`config.mk`:
```
export PLATFORM = sky130hd
export DESIGN_NAME = wb_xmem_slave_flat
export DESIGN_NICKNAME = d
export VERILOG_FILES = /design/src/rtl/wb_xmem_slave_if.sv /design/src/rtl/wb_xmem_slave.sv /design/src/flat_wrapper.sv
export SDC_FILE = /design/constraint.sdc
export NUM_CORES = 1
export LEC_CHECK = 0
export ABC_AREA = 1
export ABC_CLOCK_PERIOD_IN_PS = 4900
export CORE_UTILIZATION = 54
export CTS_CLUSTER_DIAMETER = 60
export CTS_CLUSTER_SIZE = 24
export DETAILED_ROUTE_END_ITERATION = 8
export GPL_TIMING_DRIVEN = 0
export PLACE_DENSITY = 0.87
export SETUP_SLACK_MARGIN = 0.02
export SLEW_MARGIN = 20
export SYNTH_ARGS = -nofsm -noshare
export SYNTH_HDL_FRONTEND = slang
export SYNTH_SLANG_ARGS = --single-unit
```
`constraint.sdc`:
```
create_clock -name clk -period 4.9 [get_ports clk]
set_input_delay 0.49 -clock clk [delete_from_list [all_inputs] [get_ports clk]]
set_output_delay 0.49 -clock clk [all_outputs]
set_load 0.005 [all_outputs]
```
`src/rtl/wb_xmem_slave_if.sv`:
```
// rtl/wb_xmem_slave_if.sv - Wishbone B3 bus bundle for the external-memory master port
interface wishbone_b3;
  logic        cyc;
  logic        stb;
  logic [31:0] adr;
  logic [31:0] dat_m2s;
  logic [3:0]  sel;
  logic        we;
  logic [2:0]  cti;
  logic [1:0]  bte;
  logic [31:0] dat_s2m;
  logic        ack;

  modport master (
    output cyc, stb, adr, dat_m2s, sel, we, cti, bte,
    input  dat_s2m, ack
  );

  modport slave (
    input  cyc, stb, adr, dat_m2s, sel, we, cti, bte,
    output dat_s2m, ack
  );
endinterface

```
`src/rtl/wb_xmem_slave.sv`:
```
// rtl/wb_xmem_slave.sv - Wishbone B3 slave splitting 32-bit accesses into two 16-bit async SRAM phases
module wb_xmem_slave #(
  parameter int ADDR_WIDTH = 22,
  parameter int WAIT_RD    = 2,
  parameter int WAIT_WR    = 2,
  parameter int TURN       = 1
) (
  input  logic                  clk,
  input  logic                  rst,
  wishbone_b3.slave             bus,
  output logic [ADDR_WIDTH-1:0] mem_addr,
  output logic [15:0]           mem_dq_o,
  input  logic [15:0]           mem_dq_i,
  output logic                  mem_dq_oe,
  output logic                  mem_ce_n,
  output logic                  mem_oe_n,
  output logic                  mem_we_n,
  output logic                  mem_ub_n,
  output logic                  mem_lb_n
);

  localparam logic [4:0] RD_LAST   = 5'(WAIT_RD);
  localparam logic [4:0] WR_LAST   = 5'(WAIT_WR + 1);
  localparam logic [4:0] WR_LOW    = 5'(WAIT_WR);
  localparam logic [4:0] TURN_LAST = 5'((TURN > 0) ? (TURN - 1) : 0);

  typedef enum logic [2:0] {S_IDLE, S_LO, S_HI, S_ACK, S_TURN} state_t;
  typedef enum logic [2:0] {ST_NONE, ST_HOLD, ST_LO, ST_HI, ST_ACK, ST_END, ST_IDLE} step_t;

  state_t                state_q;
  logic [4:0]            cnt_q;
  logic [ADDR_WIDTH-2:0] word_q;
  logic [31:0]           dat_q;
  logic [3:0]            sel_q;
  logic                  we_q;
  logic                  abort_q;
  logic [15:0]           lo_q;
  logic                  ack_q;
  logic [31:0]           dat_s2m_q;
  logic [ADDR_WIDTH-1:0] mem_addr_q;
  logic [15:0]           dq_o_q;
  logic                  dq_oe_q;
  logic                  ce_n_q;
  logic                  oe_n_q;
  logic                  we_n_q;
  logic                  ub_n_q;
  logic                  lb_n_q;

  // Request fields come straight from the bus while idle, from the latched copy afterwards
  logic                  src_we;
  logic [3:0]            src_sel;
  logic [31:0]           src_dat;
  logic [ADDR_WIDTH-2:0] src_word;
  logic                  lo_need;
  logic                  hi_need;
  logic                  phase_last;
  logic                  aborting;
  step_t                 step;
  logic                  entry_hi;
  logic [1:0]            entry_be;
  logic [15:0]           entry_dq;

  logic unused_bus_bits;
  assign unused_bus_bits = ^{bus.adr[31:ADDR_WIDTH+1], bus.adr[1:0], bus.cti, bus.bte};

  // Decide what the next edge does: hold the phase, open a phase, acknowledge, or wind down
  always_comb begin
    src_we     = (state_q == S_IDLE) ? bus.we                   : we_q;
    src_sel    = (state_q == S_IDLE) ? bus.sel                  : sel_q;
    src_dat    = (state_q == S_IDLE) ? bus.dat_m2s              : dat_q;
    src_word   = (state_q == S_IDLE) ? bus.adr[ADDR_WIDTH:2]    : word_q;
    lo_need    = !src_we || (src_sel[1:0] != 2'b00);
    hi_need    = !src_we || (src_sel[3:2] != 2'b00);
    phase_last = we_q ? (cnt_q == WR_LAST) : (cnt_q == RD_LAST);
    aborting   = abort_q || !bus.cyc;
    step       = ST_NONE;
    case (state_q)
      S_IDLE: begin
        if (bus.cyc && bus.stb && !ack_q) begin
          if (lo_need)      step = ST_LO;
          else if (hi_need) step = ST_HI;
          else              step = ST_ACK;
        end
      end
      S_LO: begin
        if (!phase_last)  step = ST_HOLD;
        else if (aborting) step = ST_END;
        else if (hi_need) step = ST_HI;
        else              step = ST_ACK;
      end
      S_HI: begin
        if (!phase_last)   step = ST_HOLD;
        else if (aborting) step = ST_END;
        else               step = ST_ACK;
      end
      S_ACK:   step = ST_END;
      S_TURN:  step = (cnt_q == TURN_LAST) ? ST_IDLE : ST_HOLD;
      default: step = ST_IDLE;
    endcase
    entry_hi = (step == ST_HI);
    entry_be = entry_hi ? src_sel[3:2] : src_sel[1:0];
    entry_dq = entry_hi ? src_dat[31:16] : src_dat[15:0];
  end

  // Access sequencer with every bus and memory pin registered
  always_ff @(posedge clk or negedge rst) begin
    if (!rst) begin
      state_q    <= S_IDLE;
      cnt_q      <= '0;
      word_q     <= '0;
      dat_q      <= '0;
      sel_q      <= '0;
      we_q       <= 1'b0;
      abort_q    <= 1'b0;
      lo_q       <= '0;
      ack_q      <= 1'b0;
      dat_s2m_q  <= '0;
      mem_addr_q <= '0;
      dq_o_q     <= '0;
      dq_oe_q    <= 1'b0;
      ce_n_q     <= 1'b1;
      oe_n_q     <= 1'b1;
      we_n_q     <= 1'b1;
      ub_n_q     <= 1'b1;
      lb_n_q     <= 1'b1;
    end else begin
      ack_q <= 1'b0;
      if ((state_q == S_LO || state_q == S_HI) && !bus.cyc) begin
        abort_q <= 1'b1;
      end
      if (state_q == S_IDLE && step != ST_NONE) begin
        word_q  <= src_word;
        dat_q   <= src_dat;
        sel_q   <= src_sel;
        we_q    <= src_we;
        abort_q <= 1'b0;
      end
      case (step)
        ST_HOLD: begin
          cnt_q <= cnt_q + 5'd1;
          if ((state_q == S_LO || state_q == S_HI) && we_q) begin
            we_n_q <= !(cnt_q < WR_LOW);
          end
        end
        ST_LO, ST_HI: begin
          if (state_q == S_LO) begin
            lo_q <= mem_dq_i;
          end
          state_q    <= entry_hi ? S_HI : S_LO;
          cnt_q      <= '0;
          mem_addr_q <= {src_word, entry_hi};
          dq_o_q     <= entry_dq;
          dq_oe_q    <= src_we;
          ce_n_q     <= 1'b0;
          oe_n_q     <= src_we;
          we_n_q     <= 1'b1;
          lb_n_q     <= src_we ? !entry_be[0] : 1'b0;
          ub_n_q     <= src_we ? !entry_be[1] : 1'b0;
        end
        ST_ACK: begin
          if (state_q == S_HI && !we_q) begin
            dat_s2m_q <= {mem_dq_i, lo_q};
          end
          state_q <= S_ACK;
          ack_q   <= 1'b1;
          dq_oe_q <= 1'b0;
          ce_n_q  <= 1'b1;
          oe_n_q  <= 1'b1;
          we_n_q  <= 1'b1;
          lb_n_q  <= 1'b1;
          ub_n_q  <= 1'b1;
        end
        ST_END: begin
          state_q <= (TURN == 0) ? S_IDLE : S_TURN;
          cnt_q   <= '0;
          dq_oe_q <= 1'b0;
          ce_n_q  <= 1'b1;
          oe_n_q  <= 1'b1;
          we_n_q  <= 1'b1;
          lb_n_q  <= 1'b1;
          ub_n_q  <= 1'b1;
        end
        ST_IDLE: begin
          state_q <= S_IDLE;
          cnt_q   <= '0;
        end
        default: begin
        end
      endcase
    end
  end

  assign bus.ack     = ack_q;
  assign bus.dat_s2m = dat_s2m_q;
  assign mem_addr    = mem_addr_q;
  assign mem_dq_o    = dq_o_q;
  assign mem_dq_oe   = dq_oe_q;
  assign mem_ce_n    = ce_n_q;
  assign mem_oe_n    = oe_n_q;
  assign mem_we_n    = we_n_q;
  assign mem_ub_n    = ub_n_q;
  assign mem_lb_n    = lb_n_q;

endmodule

```
`src/flat_wrapper.sv`:
```
// flat-port wrapper written by rule: the top's interface ports become plain ports
module wb_xmem_slave_flat 
#(
  parameter int ADDR_WIDTH = 22,
  parameter int WAIT_RD    = 2,
  parameter int WAIT_WR    = 2,
  parameter int TURN       = 1
)
  (clk, rst, mem_addr, mem_dq_o, mem_dq_i, mem_dq_oe, mem_ce_n, mem_oe_n, mem_we_n, mem_ub_n, mem_lb_n, bus_cyc, bus_stb, bus_adr, bus_dat_m2s, bus_sel, bus_we, bus_cti, bus_bte, bus_dat_s2m, bus_ack);
  wishbone_b3 bus_i ();
  input  logic clk;
  input  logic rst;
  output logic [ADDR_WIDTH-1:0] mem_addr;
  output logic [15:0] mem_dq_o;
  input  logic [15:0] mem_dq_i;
  output logic mem_dq_oe;
  output logic mem_ce_n;
  output logic mem_oe_n;
  output logic mem_we_n;
  output logic mem_ub_n;
  output logic mem_lb_n;
  input wire logic [$bits(bus_i.cyc)-1:0] bus_cyc;
  input wire logic [$bits(bus_i.stb)-1:0] bus_stb;
  input wire logic [$bits(bus_i.adr)-1:0] bus_adr;
  input wire logic [$bits(bus_i.dat_m2s)-1:0] bus_dat_m2s;
  input wire logic [$bits(bus_i.sel)-1:0] bus_sel;
  input wire logic [$bits(bus_i.we)-1:0] bus_we;
  input wire logic [$bits(bus_i.cti)-1:0] bus_cti;
  input wire logic [$bits(bus_i.bte)-1:0] bus_bte;
  output wire logic [$bits(bus_i.dat_s2m)-1:0] bus_dat_s2m;
  output wire logic [$bits(bus_i.ack)-1:0] bus_ack;
  assign bus_i.cyc = bus_cyc;
  assign bus_i.stb = bus_stb;
  assign bus_i.adr = bus_adr;
  assign bus_i.dat_m2s = bus_dat_m2s;
  assign bus_i.sel = bus_sel;
  assign bus_i.we = bus_we;
  assign bus_i.cti = bus_cti;
  assign bus_i.bte = bus_bte;
  assign bus_dat_s2m = bus_i.dat_s2m;
  assign bus_ack = bus_i.ack;
  wb_xmem_slave #(.ADDR_WIDTH(ADDR_WIDTH), .WAIT_RD(WAIT_RD), .WAIT_WR(WAIT_WR), .TURN(TURN)) u_core (.clk(clk), .rst(rst), .bus(bus_i), .mem_addr(mem_addr), .mem_dq_o(mem_dq_o), .mem_dq_i(mem_dq_i), .mem_dq_oe(mem_dq_oe), .mem_ce_n(mem_ce_n), .mem_oe_n(mem_oe_n), .mem_we_n(mem_we_n), .mem_ub_n(mem_ub_n), .mem_lb_n(mem_lb_n));
endmodule
```
Word-level counts from Yosys, hierarchy flattened
Cells that the tools add are included.
- flip-flop bits (word level): 160
- input bits: 94
- output and inout bits: 77
- logic and storage cells: 98
- $add $sub $neg: 1
- magnitude comparators: 1
- equality and inequality tests: 13
- multiplexer cells: 31
- reductions and logical operators: 34
- operators by type and width (operator ; count):
    two-way mux 32 bit ; 1
    two-way mux 21 bit ; 1
    two-way mux 3 bit ; 7
    two-way mux 16 bit ; 1
    case mux 3 bit (5 select lines) ; 1
    == test 3 x 2 -> 1 bit, second input constant ; 4
    == test 3 bit, second input constant ; 4
    case mux 1 bit (2 select lines) ; 6
    case mux 3 bit (4 select lines) ; 1
    nonzero test 2 bit ; 6
    == test 5 x 2 -> 1 bit, second input constant ; 2
    case mux 5 bit (2 select lines) ; 1
    two-way mux 1 bit ; 9
    OR reduction 4 bit ; 2
    logical NOT 1 bit ; 7
    == test 3 x 1 -> 1 bit, second input constant ; 2
    logical AND 1 bit ; 6
    AND reduction 2 bit ; 3
    adder 5 x 1 -> 5 bit, second input constant ; 1
    logical NOT 5 bit ; 1
    < comparator 5 x 2 -> 1 bit, second input constant ; 1
    logical OR 1 bit ; 4
    two-way mux 2 bit ; 2
    two-way mux 4 bit ; 1
    5 further kinds ; 6

Depth between registers and ports, before layout
- word-level depth: 13
- depth in mapped cells: 15
- depth with buffers taken out: 14

Least setup slack after synthesis
No wires, ideal clock.
- path kind: register to register
- start: register u_core.state_q[0]
- end: register u_core.dat_s2m_q[10] (netlist: u_core.bus.dat_s2m[10])
- setup time: 0.117 ns
- arrival time: 1.919 ns
- required time: 4.783 ns
- setup slack: 2.864 ns
- stages on the path, launching flop included: 15
- path buffers: 2
- clock period less this slack: 2.036 ns
- cell sequence: dfrtp_1 -> nor2_4 -> nand2_4 -> buf_6 -> nand2_1 -> nand2_2 -> nor2_2 -> nand3_2 -> nand2_2 -> nand4_4 -> nor2_8 -> nand2_4 -> buf_6 -> nand2_1 -> nand2_1
- word-level cells in the longest chain between the ends: 10
- elaborated cells between the ends (all ways): 21
- those cells by class: eq/ne: 5; mux: 8; reduce/logical: 8
- RTL lines (item ; RTL line ; text):
    start, declared ; wb_xmem_slave.sv:30 ; state_t state_q;
    start signal, assigned ; wb_xmem_slave.sv:149 ; state_q <= entry_hi ? S_HI : S_LO;
    start signal, assigned ; wb_xmem_slave.sv:174 ; state_q <= (TURN == 0) ? S_IDLE : S_TURN;
    logical NOT 3 bit ; wb_xmem_slave.sv:68, wb_xmem_slave.sv:69, wb_xmem_slave.sv:77 ;
    two-way mux 4 bit or two-way mux 1 bit (tied branches) ; wb_xmem_slave.sv:69, wb_xmem_slave.sv:68 ;
    nonzero test 2 bit or logical NOT 1 bit (tied branches) ; wb_xmem_slave.sv:73, wb_xmem_slave.sv:72 ;
    logical OR 1 bit ; wb_xmem_slave.sv:73 ; hi_need = !src_we || (src_sel[3:2] != 2'b00);
    two-way mux 3 bit ; wb_xmem_slave.sv:81, wb_xmem_slave.sv:88 ;
    two-way mux 3 bit (on tied branches) ; wb_xmem_slave.sv:87, wb_xmem_slave.sv:80 ;
    two-way mux 3 bit (on tied branches) ; wb_xmem_slave.sv:86, wb_xmem_slave.sv:79 ;
    case mux 3 bit (5 select lines) ; wb_xmem_slave.sv:77 ; case (state_q)
    == test 3 bit ; wb_xmem_slave.sv:138 ; case (step)
    AND reduction 2 bit (no line) (*) ; n/a ;
    end signal, assigned ; wb_xmem_slave.sv:162 ; dat_s2m_q <= {mem_dq_i, lo_q};
    end, declared ; wb_xmem_slave.sv:39 ; logic [31:0] dat_s2m_q;
Mark *: on every way between the ends. The rest lies on a longest branch, timed or not.
A chain may end at the register's enable or synchronous reset.

Worst setup path after layout
- start: register u_core.state_q[0]
- end: register u_core.dq_o_q[8] (netlist: u_core.mem_dq_o[8])
- word-level cells in the longest chain between the ends: 10
- elaborated cells between the ends (all ways): 23
- those cells by class: eq/ne: 6; mux: 10; reduce/logical: 7
- RTL lines (item ; RTL line ; text):
    logical NOT 3 bit ; n/a ;
    two-way mux 4 bit or two-way mux 1 bit (tied branches) ; wb_xmem_slave.sv:69, wb_xmem_slave.sv:68 ;
    nonzero test 2 bit or logical NOT 1 bit (tied branches) ; wb_xmem_slave.sv:73, wb_xmem_slave.sv:72 ;
    logical OR 1 bit ; wb_xmem_slave.sv:73 ;
    two-way mux 3 bit ; wb_xmem_slave.sv:81, wb_xmem_slave.sv:88 ;
    two-way mux 3 bit (on tied branches) ; wb_xmem_slave.sv:87, wb_xmem_slave.sv:80 ;
    two-way mux 3 bit (on tied branches) ; wb_xmem_slave.sv:86, wb_xmem_slave.sv:79 ;
    case mux 3 bit (5 select lines) ; wb_xmem_slave.sv:77 ;
    == test 3 x 2 -> 1 bit (on tied branches) ; wb_xmem_slave.sv:100, wb_xmem_slave.sv:138 ;
    two-way mux 16 bit or OR reduction 2 bit (tied branches) ; wb_xmem_slave.sv:102, wb_xmem_slave.sv:138 ;
    end signal, assigned ; wb_xmem_slave.sv:152 ; dq_o_q <= entry_dq;
    end, declared ; wb_xmem_slave.sv:41 ; logic [15:0] dq_o_q;
Parallel ways exist; a longest one is shown, timed or not.

==> flow_summary.json <==
{
  "drt_iter0_markers": 627,
  "antenna_cells": 0,
  "critPathMaxFanout": 10,
  "syn_area_per_cell_um2": 8.054,
  "pre_cts_slack_ps": 2244,
  "clock_latency_ps": 430,
  "yosysMostFrequentCell": "nand2_1",
  "holdBufCountCts": 0,
  "hp-class": "primary input to asynchronous set/reset pin",
  "grt_first_pass_wirelength_mm": 32.15,
  "syn-num-nets": 1010,
  "gp_congestion": 0.8593,
  "yosysTopAreaCellShare": 0.5275,
  "grt_overflow_total": 0,
  "dieArea_um2": 14090,
  "cts-buffers-inserted": 17,
  "synthTopCellsByArea": "dfrtp_1, nand2_1, nand3_1",
  "max-vdd-ir-drop_uv": 339.6,
  "drt-vias-per-instance": 5.307,
  "clock-skew-final_ps": 12.22,
  "criticalPathCategory": "flip-flop to flip-flop",
  "netlist-cell-type-count": 30,
  "seq_area_frac_synth": 0.5453,
  "p_comb_frac": 0.463,
  "ctsResizeCount": 0,
  "areaGrowthSynthToFinish_pct": 32.28,
  "antenna_found_initial": 0,
  "async_reset_ff_frac": 1.000,
  "critPathArrivalTime_ps": 2840,
  "slowest_delay_ps": 460,
  "num-nets-final": 1184,
  "cts.reportedPaths.clkPinSlew_ps": 70,
  "leakagePower_nw": 4.800,
  "synth-edff-count": 0,
  "multi_input_area_um2": 2789,
  "fin_crit_ps": 2480,
  "path_cells": "nor2_4 > nand2_4 > nand2_1 > nand2_2 > nand3_2 > nand3_2 > nand3_2 > nand2_1 > nor2_4 > buf_6 > nand2_1 > nand3_1",
  "power_per_cell_area_nw_per_um2": 679.3,
  "initial_core_util": 0.5553,
  "cts.sinks": 160,
  "hold_viol_final": 0,
  "dp_hpwl_mm": 13.21,
  "status": "completed",
  "fin_util": 0.7345,
  "fill_cells": 982,
  "synth_top_flop_cell": "dfrtp_1",
  "cap_violations": 0,
  "syn_inst": 913,
  "grt_usage": 0.2905,
  "synth_seq_cells": 160,
  "fin_ws_ps": 2420,
  "r2r-start": "u_core.state_q[0]$_DFFE_PN0P_",
  "final_max_slew_viol_count": 0,
  "post-route-drc-count": 0,
  "setup_viol": 0,
  "pwr-share-clk": 0.196,
  "ant_nets": 0,
  "totalPowerFinal_mw": 6.607,
  "cts_root_buffer": "clkbuf_16",
  "grt_max_degree": 92,
  "cts_tree": "done",
  "clock_path_buffers": 2,
  "final-seq-area_um2": 4010,
  "top_level_ports": 171,
  "synth_area_um2": 7353,
  "cts-htree-levels": 4,
  "first_global_vias": 6682,
  "critPathCaptureType": "flip-flop",
  "yosysWarnings": 0,
  "core_area_um2": 13240,
  "worstMarginPinSlew_ps": 690.2,
  "routedWlPerCell_um": 15.15,
  "rows": 42,
  "portBuffers": 154,
  "routed_wl_mm": 19.33,
  "drive_above_1_share": 0.07818,
  "die_y_um": 118.7,
  "synth.top_cells.by_count": "nand2_1, dfrtp_1, inv_1, nand3_1, nor2_1",
  "power_switching_mw": 2.674,
  "slowest_stage": "dfrtp_1",
  "cp-start-kind": "flip-flop",
  "dieWidth_um": 118.7,
  "crit_required_ps": 5260,
  "finalCritPeriodShare": 0.5061,
  "placed_cell_area_um2": 9148,
  "p_int_mw": 3.933,
  "p_seq_frac": 0.341,
  "vias": 6772,
  "design_area_um2": 9727,
  "max_freq_ghz": 0.4032,
  "startpoint": "u_core.state_q[0]$_DFFE_PN0P_",
  "p_sw_frac": 0.4047,
  "synth_largest_area_cell": "dfrtp_1",
  "slew_headroom": 0.5398,
  "drtPass1Iterations": 5,
  "rsz0062_at_grt": "false",
  "post_cts_buffers": 0,
  "tns_ps": 0
}
-- stage by stage --
stage / hold WS (ps) / cells
after floorplan: 194.4 / 913
after global placement: 453.4 / 1243
after detailed placement: 458.2 / 1244
after CTS: 89.64 / 1276
after global routing: 114.7 / 1276
final: 59.96 / 1276
-- cells in the final DEF, fill, tap and decap left out, types with 2 or more instances in the layout --
cell type and count:
clkinv_2 2, nor2_4 3, buf_1 5, clkdlybuf4s50_1 153
nor2_1 71, buf_2 11, nand3_2 4, nand3_1 72
nor2_2 3, xor2_1 2, nand4_1 3, nand2_2 4
o21ai_0 60, clkinv_4 2, inv_6 4, clkbuf_1 17
dfrtp_1 155, nand2_4 3, clkinvlp_4 3, buf_4 6
o22ai_1 2, buf_6 6, dfstp_2 5, a31oi_1 2
clkbuf_8 2, inv_1 77, nand2_1 333, clkbuf_16 17
inv_2 4, ha_1 3, a21oi_1 56
-- layer usage --
metal  part of all wire  global-route usage  vias to the layer above
li1                   -                   -                     3219
met1               0.41              0.3607                     3220
met2               0.50              0.4909                      295
met3              0.074             0.07577                       38
met4              0.021              0.1005                        0
met5                  0                   0                        -
-- cells by family (layout without fill, tap and decap cells) --
kind of cell               after synthesis  count (layout)  synth area share
xor gates and xnor gates                 3               3          0.003574
and+or+nand+nor                        500             500            0.2872
buffers and inverters                  126             313           0.07538
adders and majority gates                3               3          0.005105
AOI/OAI and AO/OA                      121             121           0.08338
DFF                                    160             160            0.5453
-- sequential cells by signal, indices dropped and copies added (netlist names) --
register / cells
u_core.mem_we_n: 1
u_core.mem_ce_n: 1
u_core.state_q: 3
u_core.mem_dq_oe: 1
u_core.abort_q: 1
u_core.lo_q: 16
u_core.bus.dat_s2m: 32
u_core.mem_addr: 22
u_core.we_q: 1
u_core.dat_q: 32
u_core.bus.ack: 1
u_core.mem_ub_n: 1
u_core.mem_oe_n: 1
u_core.mem_lb_n: 1
u_core.mem_dq_o: 16
u_core.cnt_q: 5
u_core.sel_q: 4
u_core.word_q: 21
-- critical path: cells and delay by family, from the launching register on --
| family | cells | cell delay (ps) |
|---|---|---|
| buffers and inverters | 1 | 190 |
| DFF | 1 | 460 |
| and+or+nand+nor | 11 | 1770 |
-- power groups by stage --
stage | clock [mW] | combinational [mW] | sequential [mW]
floorplan | 0 | 1.83 | 2.22
global placement | 0 | 2.89 | 2.24
detailed placement | 0 | 2.99 | 2.26
CTS | 1.30 | 3.05 | 2.25
global route | 1.36 | 3.40 | 2.31
finish | 1.30 | 3.06 | 2.25
-- final timing paths --
| path | to | slack (ps) | cells after the start |
|---|---|---|---|
| worst max-delay path | u_core.mem_dq_o[8]$_DFFE_PN0P_ | 2420 | 12 |
| worst min-delay path | u_core.mem_addr[9]$_DFFE_PN0P_ | 60 | 1 |
| max in group asynchronous | u_core.mem_we_n$_DFFE_PN1P_ | 4030 | 2 |
| min in group clk | u_core.bus.dat_s2m[8]$_DFFE_PN0P_ | 470 | 2 |
| worst max register to register | u_core.mem_dq_o[8]$_DFFE_PN0P_ | 2420 | 12 |
| worst min register to register | u_core.bus.dat_s2m[8]$_DFFE_PN0P_ | 470 | 2 |
-- area by class of cell --
| cell class | count | area share |
|---|---|---|
| multi-input cells | 627 | 0.2867 |
| well taps | 176 | 0.02264 |
| inverters | 81 | 0.03126 |
| clock buffers | 19 | 0.04657 |
| repair buffers | 155 | 0.1618 |
| flip-flops and latches | 160 | 0.4123 |
| plain buffers | 45 | 0.02573 |
| clock inverters | 13 | 0.01299 |
No activity file was read; power rests on OpenSTA's default activity.
